$ cat src/rtl/router_lookup_arb.sv
// Round-robin arbiter sharing one combinational routing-table lookup port among NUM_REQ requesters.
// Optional hit/miss statistics counters are compiled in when LOOKUP_STATS_EN is defined.
module router_lookup_arb #(
    parameter int NUM_REQ = 3,
    parameter int ADDR_W  = 32,
    parameter int PORT_W  = 2,
    parameter int IDX_W   = 2
) (
    input  logic                      clk,
    input  logic                      rst_n,
    input  logic [NUM_REQ-1:0]        req_valid,
    input  logic [NUM_REQ*ADDR_W-1:0] req_addr,
    output logic [NUM_REQ-1:0]        req_ready,
    output logic [NUM_REQ-1:0]        rsp_valid,
    output logic [NUM_REQ*PORT_W-1:0] rsp_port,
    output logic [NUM_REQ-1:0]        rsp_hit,
    input  logic [NUM_REQ-1:0]        rsp_ready,
    input  logic                      cfg_hold,
    output logic [ADDR_W-1:0]         lookup_addr,
    input  logic [PORT_W-1:0]         output_port,
    input  logic                      hit,
    output logic                      busy
`ifdef LOOKUP_STATS_EN
    ,
    input  logic                      stat_clr,
    output logic [15:0]               stat_hit_cnt,
    output logic [15:0]               stat_miss_cnt
`endif
);

    localparam int CW = IDX_W + 1;

    typedef enum logic {ST_IDLE, ST_LOOKUP} state_t;

    state_t                    state_q, state_d;
    logic [ADDR_W-1:0]         lookup_addr_q, lookup_addr_d;
    logic [IDX_W-1:0]          gnt_idx_q, gnt_idx_d;
    logic [IDX_W-1:0]          rr_ptr_q, rr_ptr_d;
    logic [NUM_REQ-1:0]        rsp_valid_q, rsp_valid_d;
    logic [NUM_REQ*PORT_W-1:0] rsp_port_q, rsp_port_d;
    logic [NUM_REQ-1:0]        rsp_hit_q, rsp_hit_d;

    logic [NUM_REQ-1:0]        elig;
    logic                      found;
    logic [IDX_W-1:0]          sel;
    logic [CW-1:0]             cand;
    logic                      grant;

    // A requester holding an unconsumed result is never eligible, so captures cannot overwrite.
    always_comb begin
        elig  = req_valid & ~rsp_valid_q;
        found = 1'b0;
        sel   = '0;
        cand  = '0;
        for (int k = 0; k < NUM_REQ; k++) begin
            cand = {1'b0, rr_ptr_q} + CW'(k);
            if (cand >= CW'(NUM_REQ)) cand = cand - CW'(NUM_REQ);
            if (!found && elig[cand[IDX_W-1:0]]) begin
                found = 1'b1;
                sel   = cand[IDX_W-1:0];
            end
        end
    end

    assign grant = (state_q == ST_IDLE) && !cfg_hold && found;

    always_comb begin
        state_d       = state_q;
        lookup_addr_d = lookup_addr_q;
        gnt_idx_d     = gnt_idx_q;
        rr_ptr_d      = rr_ptr_q;
        rsp_port_d    = rsp_port_q;
        rsp_hit_d     = rsp_hit_q;
        rsp_valid_d   = rsp_valid_q & ~rsp_ready;
        req_ready     = '0;
        case (state_q)
            ST_IDLE: begin
                if (grant) begin
                    req_ready[sel] = 1'b1;
                    lookup_addr_d  = req_addr[sel*ADDR_W +: ADDR_W];
                    gnt_idx_d      = sel;
                    rr_ptr_d       = (sel == IDX_W'(NUM_REQ-1)) ? '0 : sel + 1'b1;
                    state_d        = ST_LOOKUP;
                end
            end
            ST_LOOKUP: begin
                rsp_port_d[gnt_idx_q*PORT_W +: PORT_W] = output_port;
                rsp_hit_d[gnt_idx_q]   = hit;
                rsp_valid_d[gnt_idx_q] = 1'b1;
                state_d                = ST_IDLE;
            end
            default: state_d = ST_IDLE;
        endcase
    end

    always_ff @(posedge clk or negedge rst_n) begin
        if (!rst_n) begin
            state_q       <= ST_IDLE;
            lookup_addr_q <= '0;
            gnt_idx_q     <= '0;
            rr_ptr_q      <= '0;
            rsp_valid_q   <= '0;
            rsp_port_q    <= '0;
            rsp_hit_q     <= '0;
        end else begin
            state_q       <= state_d;
            lookup_addr_q <= lookup_addr_d;
            gnt_idx_q     <= gnt_idx_d;
            rr_ptr_q      <= rr_ptr_d;
            rsp_valid_q   <= rsp_valid_d;
            rsp_port_q    <= rsp_port_d;
            rsp_hit_q     <= rsp_hit_d;
        end
    end

    assign lookup_addr = lookup_addr_q;
    assign rsp_valid   = rsp_valid_q;
    assign rsp_port    = rsp_port_q;
    assign rsp_hit     = rsp_hit_q;
    assign busy        = (state_q == ST_LOOKUP);

`ifdef LOOKUP_STATS_EN
    logic [15:0] hit_cnt_q, hit_cnt_d, miss_cnt_q, miss_cnt_d;

    // Saturating counters; a clear in the capture cycle wins.
    always_comb begin
        hit_cnt_d  = hit_cnt_q;
        miss_cnt_d = miss_cnt_q;
        if (state_q == ST_LOOKUP) begin
            if (hit) begin
                if (hit_cnt_q != 16'hFFFF) hit_cnt_d = hit_cnt_q + 16'd1;
            end else begin
                if (miss_cnt_q != 16'hFFFF) miss_cnt_d = miss_cnt_q + 16'd1;
            end
        end
        if (stat_clr) begin
            hit_cnt_d  = '0;
            miss_cnt_d = '0;
        end
    end

    always_ff @(posedge clk or negedge rst_n) begin
        if (!rst_n) begin
            hit_cnt_q  <= '0;
            miss_cnt_q <= '0;
        end else begin
            hit_cnt_q  <= hit_cnt_d;
            miss_cnt_q <= miss_cnt_d;
        end
    end

    assign stat_hit_cnt  = hit_cnt_q;
    assign stat_miss_cnt = miss_cnt_q;
`endif

endmodule
$ cat config.mk
export PLATFORM = sky130hd
export DESIGN_NAME = router_lookup_arb
export DESIGN_NICKNAME = d
export VERILOG_FILES = /design/src/rtl/router_lookup_arb.sv
export SDC_FILE = /design/constraint.sdc
export NUM_CORES = 1
export LEC_CHECK = 0
export BUFFER_PORTS_ARGS = -buffer_cell sky130_fd_sc_hd__buf_2
export CAP_MARGIN = 5
export CORE_MARGIN = 4
export CORE_UTILIZATION = 30
export DETAILED_ROUTE_END_ITERATION = 8
export PLACE_DENSITY = 0.63
export SLEW_MARGIN = 20
export SYNTH_ARGS = -nofsm -noshare
export SYNTH_HDL_FRONTEND = slang
export SYNTH_SLANG_ARGS = --single-unit
$ cat constraint.sdc
create_clock -name clk -period 3.2 [get_ports clk]
set_input_delay 0.8 -clock clk [delete_from_list [all_inputs] [get_ports clk]]
set_output_delay 0.8 -clock clk [all_outputs]
set_load 0.01 [all_outputs]
---- After elaboration in Yosys (flattened, before gate mapping) ----
Cells that the tools add are included.
operators by class
  add/sub/neg operators ................... 7
  $lt $le $gt $ge ......................... 10
  equality and inequality tests ........... 1
  shift-type cells ........................ 3
  multiplexer cells ....................... 27
  bitwise gates (word level) .............. 6
  reductions and logical operators ........ 10
operators with widths
  cell                    count
  $shiftx 96x8->32        1
  $neg 3->34              1
  $shift 2x34->6 const A  1
  $shiftx 2x34->6         1
  $lt 2x3->1 const B      5
  $mux 2                  7
  $mux 1                  9
  $mux 3                  3
  $and 3x3->3             2
  $bmux 1 s2              3
  $bwmux 6                1
  $ge 3x2->1 const B      2
  $logic_and 1x1->1       6
  $not 3->3               2
  $sub 2x2->2 const B     3
  $demux 1 s2             2
  $ge 2x1->1 const B      2
  $add 2x1->3 const B     1
  $add 2x2->3 const B     1
  $bwmux 3                1
  $logic_not 1->1         3
  $or 3x3->3              1
  $add 2x1->2 const B     1
  $eq 2x2->1 const B      1
  4 further kinds         4
storage, ports and cells
  bits in registers ....................... 49
  input bits .............................. 108
  output and inout bits ................... 48
  word-level logic and storage cells ...... 71

---- Longest topological paths before layout ----
Gate-level depths: netlist (run 1).
  word-level depth ........................ 17
  gate-level depth with buffers ........... 11
  depth with buffers taken out ............ 8

---- Least setup slack after synthesis (run 1) ----
No wires, ideal clock.
  kind .................................... reg-to-output
  start point ............................. reg rr_ptr_q[0]
  end point ............................... out req_ready[1]
  data arrival time ....................... 2454 ps
  data required time ...................... 2400 ps
  slack ................................... -54 ps
  stages on the path, launching flop included .. 12
  path buffers ............................ 4
  path through ............................ dfrtp_1 > inv_1 > ha_1 > buf_2 > nor4bb_1 > clkbuf_1 > or3_1 > o41ai_4 > a21o_1 > buf_4 > buf_2 > nor2_1
between the ends
  longest elaborated chain between the ends .. 17
  elaborated cells between the ends (all ways) .. 35
  classes of those cells .................. add/sub (5); order compare (5); mux (19); reduce/logical (6)
RTL lines
  element                                               line  source
  start, declared                                       38    logic [IDX_W-1:0] rr_ptr_q, rr_ptr_d;
  start signal, assigned                                109   rr_ptr_q <= rr_ptr_d;
  branches (longest 15 deep; another with $add 2x1->3)  -
  $mux 3 *                                              78    if (grant) begin
  $mux 3 *                                              76    case (state_q)
  end, declared                                         13    output logic [NUM_REQ-1:0] req_ready,
Mark *: on every way between the ends. The select of a mux whose other input is x is not followed.

---- Worst setup path in the final report (run 1) ----
Same ends and word-level chain as after synthesis.

==> reports/qor.txt, run 1 <==
Pleak: 0.00242 uW
Register Area: 1230 um^2
Post-route cell area: 5380 um^2
Power density over the cells: 889 nW/um^2
Switching Fraction: 49.9%
Clock latency on the worst-skew pair: 0.31 ns
Grt ovf: 0
Htree depth: 2
Critical Path Start Type: flop
Via count: 4625
CP Capture Type: output port
Slew Viols, Final: 0
Mux contribution to synthesized area: 0.833%
Count of final setup violators: 0
Io pins: 156
Hold slack: 0.483 ns
IR drop worst, VDD: 0.495 mV
Die width: 124 um
Final nets: 776
Initial antenna violation count: 0
Yosys reg bits: 49
Final HPWL from detailed placement: 10900 um
Synth Area in Compound Gates: 33.8%
Crit path cell chain: inv_2 > ha_4 > nor2b_1 > o21ba_2 > or4_1 > nor2b_4 > nor2_1 > buf_2
Tmin final: 3.16 ns
# fillers: 1398
Worst-margin pin slew: 0.648 ns
Core area: 13200 um^2
Chip height: 124 um
Number of global-route vias before repair: 4595
Die ar.: 15400 um^2
Reg power frac: 22.9%
Post-DP Area: 5140 um^2
Clock Path Buffers: 2
Gate Count Post-Synth: 528
Fin crit share: 98.6%
Max_cap viols: 0
Internal cell power: 2400 uW
Post-route DRC: 0
RSZ-0062 raised after global routing: true
Simple-gate portion of the synthesized area: 19.2%
Gr usage total: 19.1%
Worst Hold Class: flop to flop
CTS sink cnt: 49
Slowest CP cell: or4_1
Clock power share: 11.9%
TritonRoute pass-1 iters: 4
Yosys cell types: 36
CTS tree: yes
Global-route wire length before repair: 24300 um
Largest net degree at the start of global routing: 50
Routability cong.: 0.792
Vias per cell: 5.53
Initial Utilization: 30.6%
Syn_nets: 645
YS warnings: 0
Post-detailed-route count of antenna-violating nets: 0
Required time of the critical path: 2.40 ns
Port buffer count: 155
Sum Neg Setup Slack: 0 ns
Comb pwr share: 65.3%
Fmax: 317 MHz
Status: finished clean
DR WL/cell: 18.3 um
CP peak stage delay: 0.50 ns
Avg Inst Size Synth: 7.68 um^2
Netlist Area Pre-Place: 4060 um^2
N_diodes: 0
Post-Synth XOR/XNOR Area: 0%
Crit path DAT: 2.36 ns
CP Max Fanout: 6
Root Driver: clkbuf_16
FP Rows: 42
Largest family of logic cells by synthesized area: compound AO/OA/AOI/OAI gates
DRT Wirelength: 15300 um
Fin Clk Skew: 0.0112 ns
Multi-input logic area: 2430 um^2
Worst-path clk slew: 0.07 ns
Drt initial violations: 506
Relative slew slack: 56.8%
CTS Buf Count: 5
Area share of fa/ha/maj cells after synthesis: 2.78%
P&R area growth vs syn: 32.5%
Share of layout cells above drive strength 1: 33.8%
Final hold vios: 0
Crit Path Class: flop to output port
P_sw: 2380 uW
Seq/Total Area, Yosys: 30.2%
critical path, delay by kind of cell (launching register included):
kind | cells | cell delay [ns]
buffers and inverters | 2 | 0.25
AO/OA/AOI/OAI | 1 | 0.23
adder cells (fa/ha/maj) | 1 | 0.23
flip-flops | 1 | 0.43
AND/OR/NAND/NOR | 4 | 0.91
cell type report:
type,count,share of cell area (%)
tap,176,4.10
clock inverter,3,0.489
multi-input combinational,340,45.1
inverter,73,5.10
timing repair buffer,190,20.0
sequential,49,22.8
clock buffer,5,2.33
cells in the final DEF, fill, tap and decap left out, types with 3 or more instances in the layout:
cell type,instances
buf_2,154
a211oi_1,96
inv_1,71
o211ai_1,64
dfrtp_1,49
nand2_1,48
nor4_1,32
nand4_1,32
buf_4,31
o21ai_0,9
nand3_1,8
nor2_1,6
ha_1,6
clkbuf_16,5
mux2_2,3
nor2b_4,3
buf_6,3
per-layer routing:
metal	part of all wire, %	vias up	GRT usage [%]
met5	0	-	0
met4	1.8	0	4.84
met3	6.3	24	4.33
met2	48	170	31.2
met1	44	2185	25.6
li1	-	2246	-
metrics by stage:
stage	setup slack, ns	utilization, %	power, uW	instances
finish	0.0437	40.6	4780	836
CTS	0.0164	40.0	4700	832
global route	-0.0264	40.6	5140	836
global placement	0.153	38.8	4010	824
floorplan	0.000318	-	2990	528
detailed placement	0.190	38.8	4090	824
synth_stat cells:
cell      count  share of area (%)
a211oi_1     96                 18
inv_1        72                6.7
o211ai_1     64                 12
clkbuf_1     54                5.0
dfrtp_1      49                 30
nand2_1      48                4.4
nor4_1       33                5.1
nand4_1      32                4.9
o21ai_0      10                1.2
ha_1          9                2.8
buf_2         8               0.99
nand3_1       8               0.99
nor2_1        7               0.65
nor2b_1       5               0.77
buf_1         3               0.28
mux2_2        3               0.83
nand2b_1      3               0.46
a21o_1        2               0.37
a31oi_1       2               0.31
nand3b_1      2               0.37
nor4bb_1      2               0.49
o22ai_1       2               0.31
a211oi_2      1               0.31
a21oi_1       1               0.12
a31o_2        1               0.22
a32o_1        1               0.25
buf_4         1               0.19
inv_2         1              0.092
nor3_1        1               0.12
nor3b_2       1               0.31
nor4b_1       1               0.22
o21ai_1       1               0.12
o21ba_2       1               0.25
o41ai_4       1               0.68
or3_1         1               0.15
or4_1         1               0.19
kinds of logic (layout without fill, tap and decap cells):
group                      after synthesis  count (layout)
AOI/OAI and AO/OA                      183             183
and+or+nand+nor                        145             145
buffers and inverters                  139             271
DFF                                     49              49
adders and majority gates                9               9
muxes                                    3               3
state kept, by name, summed over array words and instances, names as in the netlist:
| name | flops |
|---|---|
| busy | 1 |
| gnt_idx_q | 2 |
| lookup_addr | 32 |
| rr_ptr_q | 2 |
| rsp_hit | 3 |
| rsp_port | 6 |
| rsp_valid | 3 |
power by group through the flow:
| stage | clock [uW] | combinational [uW] | sequential, uW |
|---|---|---|---|
| finish | 569 | 3120 | 1090 |
| CTS | 589 | 3020 | 1090 |
| detailed placement | 0 | 2990 | 1100 |
| floorplan | 0 | 1800 | 1180 |
| global route | 610 | 3390 | 1130 |
| global placement | 0 | 2920 | 1090 |
final timing paths:
kind                                         start  cells past startpoint                     endpoint  slack [ns]
max reg2reg                rr_ptr_q[0]$_DFFE_PN0P_                     10      rr_ptr_q[0]$_DFFE_PN0P_        0.53
min reg2reg                rsp_port[0]$_DFFE_PN0P_                      2      rsp_port[0]$_DFFE_PN0P_        0.48
max in group asynchronous                    rst_n                      1  lookup_addr[14]$_DFFE_PN0P_        2.24
min in group asynchronous                    rst_n                      1               busy$_DFF_PN0_        0.52
min                        rsp_port[0]$_DFFE_PN0P_                      2      rsp_port[0]$_DFFE_PN0P_        0.48
max                        rr_ptr_q[0]$_DFFE_PN0P_                      8                 req_ready[1]        0.04
what timing repair did:
| action | in CTS | in global routing |
|---|---|---|
| hold endpoints to repair | 0 | 0 |
| pin swaps | 0 | 4 |
| setup endpoints to repair | 3 | 3 |
| hold buffers | 0 | 0 |
| resized for setup | 3 | 13 |
| setup buffers | 0 | 4 |
Note: power is estimated with default switching activity, not from simulation.
==> inputs of run 2 (changes only) <==
Settings changed: CORE_UTILIZATION 30 to 45, PLACE_DENSITY 0.63 to 0.85.
==> run 2 against run 1 <==
Against the previous run:
- die area fell by 31%
- clock skew rose by 0.0032 ns
- clock power fell by 28%
- via count rose by 3.7%
- register-to-register slack got worse by 0.10 ns
- flip-flop and latch count did not move
- global-route usage rose by 6.8 points
- setup slack improved by 0.020 ns
- power fell by 3.6%
==> reports/qor.txt, run 2 (synthesis results as in run 1) <==
Status: finished clean
DRT Wirelength: 14200 um
Post-route DRC: 0
Inst Count DP: 753
Via count: 4794
Max_cap viols: 0
Final HPWL from detailed placement: 9940 um
Met1 GRT Util: 35.3%
Die width: 103 um
Final Non-Filler Cells: 769
CTS Hold Bufs: 0
Worst reg2reg path endpoint: lookup_addr[11]$_DFFE_PN0P_
CP Max Fanout: 8
Commonest non-fill, non-tap cell in the layout: buf_2
Slew Viols, Final: 0
Number of global-route vias before repair: 4543
Crit path cell chain: inv_2 > ha_4 > nor4bb_4 > o21ai_1 > or4_4 > nor2b_4 > nor2_1 > buf_2
N_diodes: 0
Most frequent cells in the layout: buf_2 (154), a211oi_1 (96), inv_1 (70)
Met2 GRT Util: 42.8%
Gr usage total: 25.9%
Post-DP Area: 5010 um^2
Vias per cell: 6.23
Routability cong.: 0.874
DR WL/cell: 18.4 um
Crit Path Class: flop to output port
Relative slew slack: 56.0%
Worst Hold Class: flop to flop
Length in cells of the worst reg-to-reg path: 10
Flop-to-flop setup slack: 0.43 ns
Final hold vios: 0
CP peak stage delay: 0.43 ns
Required time of the critical path: 2.40 ns
CP Capture Type: output port
Port buffer count: 155
Largest net degree at the start of global routing: 50
Post-detailed-route count of antenna-violating nets: 0
Count of final setup violators: 0
GR peak layer: met2
Core area: 8760 um^2
Top Family by Delay on Critical Path: simple AND/OR/NAND/NOR gates
Tmin final: 3.14 ns
Hold wc startpoint: rsp_port[3]$_DFFE_PN0P_
Post-route cell area: 5230 um^2
TritonRoute pass-1 iters: 5
Fin crit share: 98.0%
Clock Path Buffers: 2
CTS Buf Count: 5
Reg2Reg Launch Point: rr_ptr_q[1]$_DFFE_PN0P_
Drt initial violations: 333
Met3 Track Usage GR: 3.25%
P&R area growth vs syn: 29.0%
Worst hold path depth: 2
IR drop worst, VDD: 0.455 mV
Critical Path Start Type: flop
Htree depth: 2
Clock latency on the worst-skew pair: 0.32 ns
Slowest CP cell: or4_4
Max reg flops: 32
Global-route wire length before repair: 22200 um
Grt ovf: 0
FP Rows: 34
Root Driver: clkbuf_8
Chip height: 103 um
Pleak: 0.00241 uW
Worst Hold Path EP: rsp_port[3]$_DFFE_PN0P_
Worst-margin pin slew: 0.660 ns
Fmax: 319 MHz
Share of layout cells above drive strength 1: 34.2%
Worst-path clk slew: 0.11 ns
Initial Utilization: 46.3%
Crit path DAT: 2.34 ns
Final nets: 777
Io pins: 156
Initial antenna violation count: 0
Hold slack: 0.483 ns
Power density over the cells: 881 nW/um^2
CP Buf/Inv Count: 2
Die ar.: 10600 um^2
CTS sink cnt: 49
Fin Clk Skew: 0.0144 ns
CTS tree: yes
==> run 2: worst reg2reg max path, cell delays in order (launching register included) <==
cell      delay, ns
dfrtp_2        0.47
ha_4           0.34
nor4bb_4       0.07
buf_4          0.14
or3_4          0.34
o41ai_4        0.28
buf_4          0.44
inv_2          0.07
buf_4          0.24
nand4_1        0.14
o211ai_1       0.11
==> run 2: layer usage <==
layer  vias to the layer above  share of wire, %
li1                       2240                 -
met1                      2222                41
met2                       293                47
met3                        39               9.2
met4                         0               2.5
met5                         -                 0
==> run 2: how the worst max path moves through the flow <==
| stage | from | end | slack, ns | depth (start not counted) |
|---|---|---|---|---|
| global placement | req_valid[2] | req_ready[1] | 0.18 | 7 |
| detailed placement | req_valid[1] | req_ready[2] | 0.14 | 7 |
| CTS | rr_ptr_q[1]$_DFFE_PN0P_ | req_ready[0] | 0.002 | 7 |
| finish | rr_ptr_q[0]$_DFFE_PN0P_ | req_ready[1] | 0.06 | 8 |
| global route | rr_ptr_q[0]$_DFFE_PN0P_ | req_ready[1] | -0.003 | 8 |
| floorplan | rr_ptr_q[0]$_DFFE_PN0P_ | req_ready[1] | 0.0003 | 11 |
==> run 2: what timing repair did <==
item,in CTS,in global routing
gates resized for setup,7,9
buffers inserted,5,3
cloned,0,0
hold endpoints to repair,0,0
pin swaps,2,6
endpoints found under the setup margin,2,3
==> run 2: cell type report <==
type | count | area [um^2]
fillers | 823 | 3530
multi-input cells | 340 | 2440
flip-flops and latches | 49 | 1230
repair buffers | 191 | 1060
inverters | 73 | 274
well taps | 108 | 135
clock buffers | 5 | 68.8
clock inverters | 3 | 25.0
==> run 2: power breakdown <==
part           internal [uW]  total, uW  switching [uW]
registers                905       1080             176
logic                   1190       3120            1930
clock network            159        407             248
total                   2250       4610            2360
==> run 2: through the flow <==
stage / power (uW) / setup TNS [ns] / utilization [%] / worst slack [ns]
after floorplan: 2990 / 0 / - / 0.000318
after global placement: 3880 / 0 / 57.2 / 0.185
after detailed placement: 4000 / 0 / 57.2 / 0.137
after CTS: 4520 / 0 / 59.1 / 0.00166
after global routing: 4920 / -0.00339 / 59.7 / -0.00339
final: 4610 / 0 / 59.7 / 0.0632
